### config.mk
export PLATFORM = sky130hd
export DESIGN_NAME = r5p_button_reset_debounce
export DESIGN_NICKNAME = d
export VERILOG_FILES = /design/src/rtl/r5p_button_reset_debounce.sv
export SDC_FILE = /design/constraint.sdc
export NUM_CORES = 1
export LEC_CHECK = 0
export CAP_MARGIN = 20
export CORE_MARGIN = 8
export CORE_UTILIZATION = 45
export DETAILED_ROUTE_END_ITERATION = 12
export GPL_TIMING_DRIVEN = 1
export HOLD_SLACK_MARGIN = 0.06
export PLACE_DENSITY = 0.71
export SLEW_MARGIN = 20
export SYNTH_ARGS = -nofsm -noshare
export SYNTH_HDL_FRONTEND = slang
export SYNTH_SLANG_ARGS = --single-unit
### constraint.sdc
create_clock -name clk -period 4.11 [get_ports clk]
set_input_delay 1.0275 -clock clk [delete_from_list [all_inputs] [get_ports clk]]
set_output_delay 1.0275 -clock clk [all_outputs]
set_load 0.01 [all_outputs]
### src/rtl/r5p_button_reset_debounce.sv
// r5p_button_reset_debounce
// Board-side input conditioner: synchronizes and debounces push-buttons into
// clean level/press/release signals, and turns one selected button into an
// active-high SoC reset that asserts asynchronously and releases synchronously.

module r5p_button_reset_debounce #(
    parameter int unsigned BTN_NUM = 2,
    parameter logic        BTN_POL = 1'b0,
    parameter int unsigned DEB_CNT = 270000,
    parameter int unsigned RST_BTN = 0,
    parameter int unsigned RST_LEN = 16
) (
    input  logic               clk,
    input  logic               rst_n,
    input  logic [BTN_NUM-1:0] btn_i,
    output logic [BTN_NUM-1:0] btn_o,
    output logic [BTN_NUM-1:0] btn_p,
    output logic [BTN_NUM-1:0] btn_r,
    output logic               rst_o
);

    // DEB_CNT >= 1, RST_LEN >= 1 and RST_BTN < BTN_NUM are assumed by the
    // counter widths and compare values below.
    localparam int unsigned CW = $clog2(DEB_CNT + 1);
    localparam int unsigned HW = $clog2(RST_LEN + 1);

    localparam logic [CW-1:0]      DEB_LAST  = CW'(DEB_CNT - 1);
    localparam logic [HW-1:0]      HOLD_LAST = HW'(RST_LEN - 1);
    localparam logic [BTN_NUM-1:0] IDLE_PINS = {BTN_NUM{~BTN_POL}};

    typedef enum logic {
        HOLD = 1'b0,
        RUN  = 1'b1
    } rst_state_t;

    logic [BTN_NUM-1:0] sync1;
    logic [BTN_NUM-1:0] sync2;
    logic [BTN_NUM-1:0] sample;
    logic [CW-1:0]      deb_cnt [BTN_NUM];

    rst_state_t         state;
    rst_state_t         state_next;
    logic [HW-1:0]      hold_cnt;
    logic [HW-1:0]      hold_cnt_next;
    logic               rst_btn;

    // Two-flop synchronizer; comes out of reset reading "not pressed".
    always_ff @(posedge clk or negedge rst_n) begin
        if (!rst_n) begin
            sync1 <= IDLE_PINS;
            sync2 <= IDLE_PINS;
        end else begin
            sync1 <= btn_i;
            sync2 <= sync1;
        end
    end

    // Normalize polarity so that 1 always means "pressed".
    assign sample = sync2 ^ IDLE_PINS;

    // Per-button debounce: accept a change only after DEB_CNT consecutive
    // disagreeing samples; any agreeing sample restarts the count.
    always_ff @(posedge clk or negedge rst_n) begin
        if (!rst_n) begin
            btn_o <= '0;
            btn_p <= '0;
            btn_r <= '0;
            for (int i = 0; i < int'(BTN_NUM); i++) begin
                deb_cnt[i] <= '0;
            end
        end else begin
            btn_p <= '0;
            btn_r <= '0;
            for (int i = 0; i < int'(BTN_NUM); i++) begin
                if (sample[i] == btn_o[i]) begin
                    deb_cnt[i] <= '0;
                end else if (deb_cnt[i] == DEB_LAST) begin
                    deb_cnt[i] <= '0;
                    btn_o[i]   <= ~btn_o[i];
                    btn_p[i]   <= ~btn_o[i];
                    btn_r[i]   <= btn_o[i];
                end else begin
                    deb_cnt[i] <= deb_cnt[i] + CW'(1);
                end
            end
        end
    end

    assign rst_btn = btn_o[RST_BTN];

    // Reset FSM next-state: HOLD counts RST_LEN quiet cycles before RUN;
    // a debounced press of the reset button returns to HOLD.
    always_comb begin
        state_next    = state;
        hold_cnt_next = hold_cnt;
        case (state)
            HOLD: begin
                if (rst_btn) begin
                    hold_cnt_next = '0;
                end else if (hold_cnt == HOLD_LAST) begin
                    state_next    = RUN;
                    hold_cnt_next = '0;
                end else begin
                    hold_cnt_next = hold_cnt + HW'(1);
                end
            end
            RUN: begin
                if (rst_btn) begin
                    state_next    = HOLD;
                    hold_cnt_next = '0;
                end
            end
            default: begin
                state_next    = HOLD;
                hold_cnt_next = '0;
            end
        endcase
    end

    // State register; rst_o is its own flop so the SoC never sees decode glitches.
    always_ff @(posedge clk or negedge rst_n) begin
        if (!rst_n) begin
            state    <= HOLD;
            hold_cnt <= '0;
            rst_o    <= 1'b1;
        end else begin
            state    <= state_next;
            hold_cnt <= hold_cnt_next;
            rst_o    <= (state_next == HOLD);
        end
    end

endmodule

# ---- After elaboration in Yosys (flattened, before gate mapping)
# Index checks and enable logic that the tools add are counted.
# W data, S select, Z words.
dict set report totals {
  regBits 55
  input_bits 4
  output_inout_bits 7
  elab_cells 49
}
dict set report classes {
  n_addsub 3
  eq_ne 6
  n_mux 20
  bitwise_logic 7
  reduce_logical 2
}
# cell n
set op_table {}
lappend op_table {{$mux W19} 4}
lappend op_table {{$add A19 B1 Y19 const B} 2}
lappend op_table {{$eq A19 B19 Y1 const B} 2}
lappend op_table {{$mux W5} 3}
lappend op_table {{$mux W1} 11}
lappend op_table {{$pmux W5 S2} 1}
lappend op_table {{$not A1 Y1} 6}
lappend op_table {{$add A5 B1 Y5 const B} 1}
lappend op_table {{$eq A5 B4 Y1 const B} 1}
lappend op_table {{$reduce_and A2 Y1} 2}
lappend op_table {{$eq A1 B1 Y1} 2}
lappend op_table {{$ne A2 B2 Y1 const B} 1}
lappend op_table {{$not A2 Y2} 1}
lappend op_table {{$pmux W1 S2} 1}

# ---- Longest topological paths before layout
dict set report depth {
  depth_word 5
  mapped_depth 6
  depth_no_buf 5
}

# ---- Worst setup path after synthesis
# OpenSTA, ideal clock, no wires.
dict set report synth_path {
  path_type {register to register}
  from {register deb_cnt[19] (netlist name)}
  to {register deb_cnt[37] (netlist name)}
  setup_time_ns 0.078
  t_arrival_ns 1.685
  slack_ns 2.348
  stages_incl_launch_ff 6
  synth_period_minus_slack_ns 1.762
  path_cell_list {dfrtp_1 -> ha_1 -> nand3_1 -> or4_4 -> or3_1 -> a21oi_1}
}
dict set report synth_between {
  elab_chain_cells 3
}
# item line
set synth_lines {}
lappend synth_lines {{start, declared} 39} ;# logic [CW-1:0] deb_cnt [BTN_NUM];
lappend synth_lines {{start signal, assigned by index} 83} ;# deb_cnt[i] <= deb_cnt[i] + CW'(1);
lappend synth_lines {{$add A19 B1 Y19 / $eq A19 B19 Y1 (equally long branches)} {83, 77}}
lappend synth_lines {{$mux W19 *} 77} ;# end else if (deb_cnt[i] == DEB_LAST) begin
lappend synth_lines {{$mux W19 *} 75} ;# if (sample[i] == btn_o[i]) begin
# Every way passes the cells marked *; elsewhere a longest branch is shown, timed or not.
# A chain may end at the register's enable or synchronous reset.

# ---- Worst setup path after layout
dict set report layout_path {
  from {register btn_o[0]}
  to {output btn_o[0]}
}
# item line
set layout_rtl {}
lappend layout_rtl {{start, declared} 16} ;# output logic [BTN_NUM-1:0] btn_o,
lappend layout_rtl {{start signal, assigned by index} 79} ;# btn_o[i] <= ~btn_o[i];
# No word-level cell between the ends.

==> flow_summary.ini <==
[sta]
skew_ns = 0.0149
report.final.slew_viol_count = 0
hold_violations = 0
tightest_slew_ns = 0.787
rsz0062_at_grt = no
setup_viol = 0
fmax_mhz = 400
period_needed_ns = 2.50
tns_ns = 0
hold_slack_ns = 0.360
period_share = 0.608
max_slew_margin = 0.475

[setup_path]
r2r_start = deb_cnt[19]$_DFF_PN0_
crit_required_ns = 3.08
crit_slowest_cell = clkdlybuf4s50_1
critPathKind = register to output pin
critPathLaunchType = register
critical-path-top-delay-family = buffers and inverters
crit_buf_inv = 1
cp_max_fo = 11
slowest_delay_ns = 0.61
crit_path_end_kind = output pin
worstPathCellList = clkdlybuf4s50_1
worstPathArrival_ns = 1.47
crit_path_start = btn_o[0]$_DFFE_PN0P_

[job]
cap_viol_max_count = 0

[die]
placementRows = 27
boundaryPins = 11
die_h_um = 91.5
core_mm2 = 0.00551
initial_core_util = 0.465
die_w_um = 91.5
dieArea_mm2 = 0.00836

[clock_tree]
cts_setup_buffers = 0
clockBufferDepth = 2
insertion_delay_ns = 0.32
ctsHtreeMaxLevel = 2
postCtsHoldBufs = 0
root_buffer = clkbuf_8
clkSinkCount = 55
cts_tree = yes
cts_resized = 0
clk_pin_slew_worst_paths_ns = 0.10
cts_buffers = 5

[power_and_ir_drop]
p_leak_nw = 1.14
pwr_density_cell_mw_per_mm2 = 314
power.internal_w = 0.000678
p_switching_w = 0.000208
pwr-share-seq = 0.628
switching_share = 0.235
combPwrFrac = 0.033
peakVddDrop_v = 0.000153
clkPwrFrac = 0.339

[route]
routed_wl_um = 4400
ant_nets = 0
wire_per_inst_um = 13.3
drc_errors = 0
drt_iter0_drc = 36
vias_per_cell = 5.34
num_vias = 1763
dr.pass1.iters = 4

[synth]
syn_avg_cell_area_um2 = 10.5
synth_edf_count = 0
synth-seq-area-share = 0.540
synth-seq-cells = 55
syn_nets = 250
synth_ff_type = dfrtp_1
netlist-cell-type-count = 44
yosysWarnings = 0
async_flop_share = 1.00
netlist_area_mm2 = 0.00256
synth_cells = 243

[grt]
grt_pass1_vias = 1738
grt_antenna_before_repair = 0
grt_pass1_wl_um = 7830
gr-total-overflow = 0
grtUsageTotal = 0.114
grt_max_degree = 33

[placement]
dp_hpwl_um = 3020
place_congestion = 0.770
port_buffers = 10

[min_path]
hp-start = sync1[0]$_DFF_PN1_
hp-class = register to register

[run_status]
status = finished clean

[finish]
finalNetCount = 264
antennaDiodeCount = 0
drive_gt1_frac = 0.116
area_growth_pct = 10.0
==> cells by family after synthesis <==
logic type / Yosys count / share of synthesized area
AOI/OAI and AO/OA: 28 / 0.0708
xor gates and xnor gates: 29 / 0.0991
adders and majority gates: 3 / 0.0146
buffers and inverters: 16 / 0.0268
DFF: 55 / 0.540
muxes: 1 / 0.00391
and+or+nand+nor: 111 / 0.245
==> metal layers <==
| metal | vias up | wire (um) | GRT usage |
|---|---|---|---|
| li1 | 877 | - | - |
| met1 | 868 | 2160 | 0.144 |
| met3 | 5 | 164 | 0.0387 |
| met2 | 13 | 1990 | 0.175 |
| met4 | 0 | 74 | 0.0491 |
| met5 | - | 0 | 0 |
==> synth_stat cells (3+ instances only) <==
| library cell | n | share of area |
|---|---|---|
| nand2_1 | 7 | 0.010 |
| nor2_1 | 39 | 0.057 |
| nor4_1 | 7 | 0.017 |
| ha_1 | 3 | 0.015 |
| o21ai_0 | 7 | 0.014 |
| xnor2_1 | 17 | 0.058 |
| a21oi_1 | 9 | 0.018 |
| xor2_1 | 12 | 0.041 |
| o31ai_1 | 4 | 0.012 |
| nand4_1 | 6 | 0.015 |
| nand3_1 | 18 | 0.035 |
| inv_1 | 12 | 0.018 |
| and4_1 | 3 | 0.010 |
| or3_1 | 4 | 0.0098 |
| dfstp_2 | 5 | 0.051 |
| dfrtp_1 | 50 | 0.49 |
| nor3_1 | 6 | 0.012 |
==> registers in the layout, indices dropped and copies added, names as in the netlist <==
name      cells
sync2         2
btn_o         2
btn_p         2
sync1         2
btn_r         2
deb_cnt      38
hold_cnt      5
state         1
rst_o         1
==> cell usage in the layout, fill, tap and decap left out, types with 2 or more instances in the layout <==
cell and instances:
clkdlybuf4s50_1 9, nand4_1 6, nand4_2 2, nor2_1 39, dfrtp_1 50, or4_4 2, nand3_1 18, or4_1 2
nor4b_1 2, or3_1 4, o31ai_1 4, and3_1 2, nor3_1 6, ha_1 3, dfstp_2 5, xor2_1 12
xnor2_1 17, nor4_1 7, or2_2 2, and4_1 3, o21ai_0 7, nand2_1 7, clkbuf_8 5, clkinv_2 2
inv_1 12, a21oi_1 9
==> through the flow <==
stage / area, um2 / cells / worst slack [ns] / total power (W) / util
floorplan: 2560 / 243 / 2.35 / 0.000580 / -
global placement: 2730 / 322 / 1.97 / 0.000597 / 0.496
detailed placement: 2730 / 322 / 1.96 / 0.000598 / 0.496
CTS: 2820 / 330 / 1.60 / 0.000897 / 0.512
global route: 2820 / 330 / 1.54 / 0.000927 / 0.512
finish: 2820 / 330 / 1.61 / 0.000886 / 0.512
==> final timing paths <==
check	end	slack, ns	cells past startpoint
hold reg to reg	sync2[0]$_DFF_PN1_	0.36	0
min in group asynchronous	hold_cnt[4]$_DFFE_PN0P_	0.68	1
max in group asynchronous	rst_o$_DFF_PN1_	2.59	2
setup reg to reg	deb_cnt[31]$_DFF_PN0_	2.03	5
hold / removal	sync2[0]$_DFF_PN1_	0.36	0
setup / recovery	btn_o[0]	1.61	1
==> area by class of cell <==
cell class / instances / area [um2]
Tap cell: 72 / 90.1
Timing Repair Buffer: 11 / 103
Clock buffer: 5 / 68.8
Inverter: 12 / 45.0
Multi-Input combinational cell: 172 / 1110
Fill cell: 497 / 2690
Clock inverter: 3 / 18.8
Sequential cell: 55 / 1380
==> power groups by stage <==
stage	clock, W	sequential [W]	combinational [W]
floorplan	0	0.000566	0.0000142
global placement	0	0.000567	0.0000303
detailed placement	0	0.000567	0.0000307
CTS	0.000310	0.000557	0.0000308
global route	0.000334	0.000558	0.0000345
finish	0.000300	0.000557	0.0000293
Power figures use the tool's default switching activity.
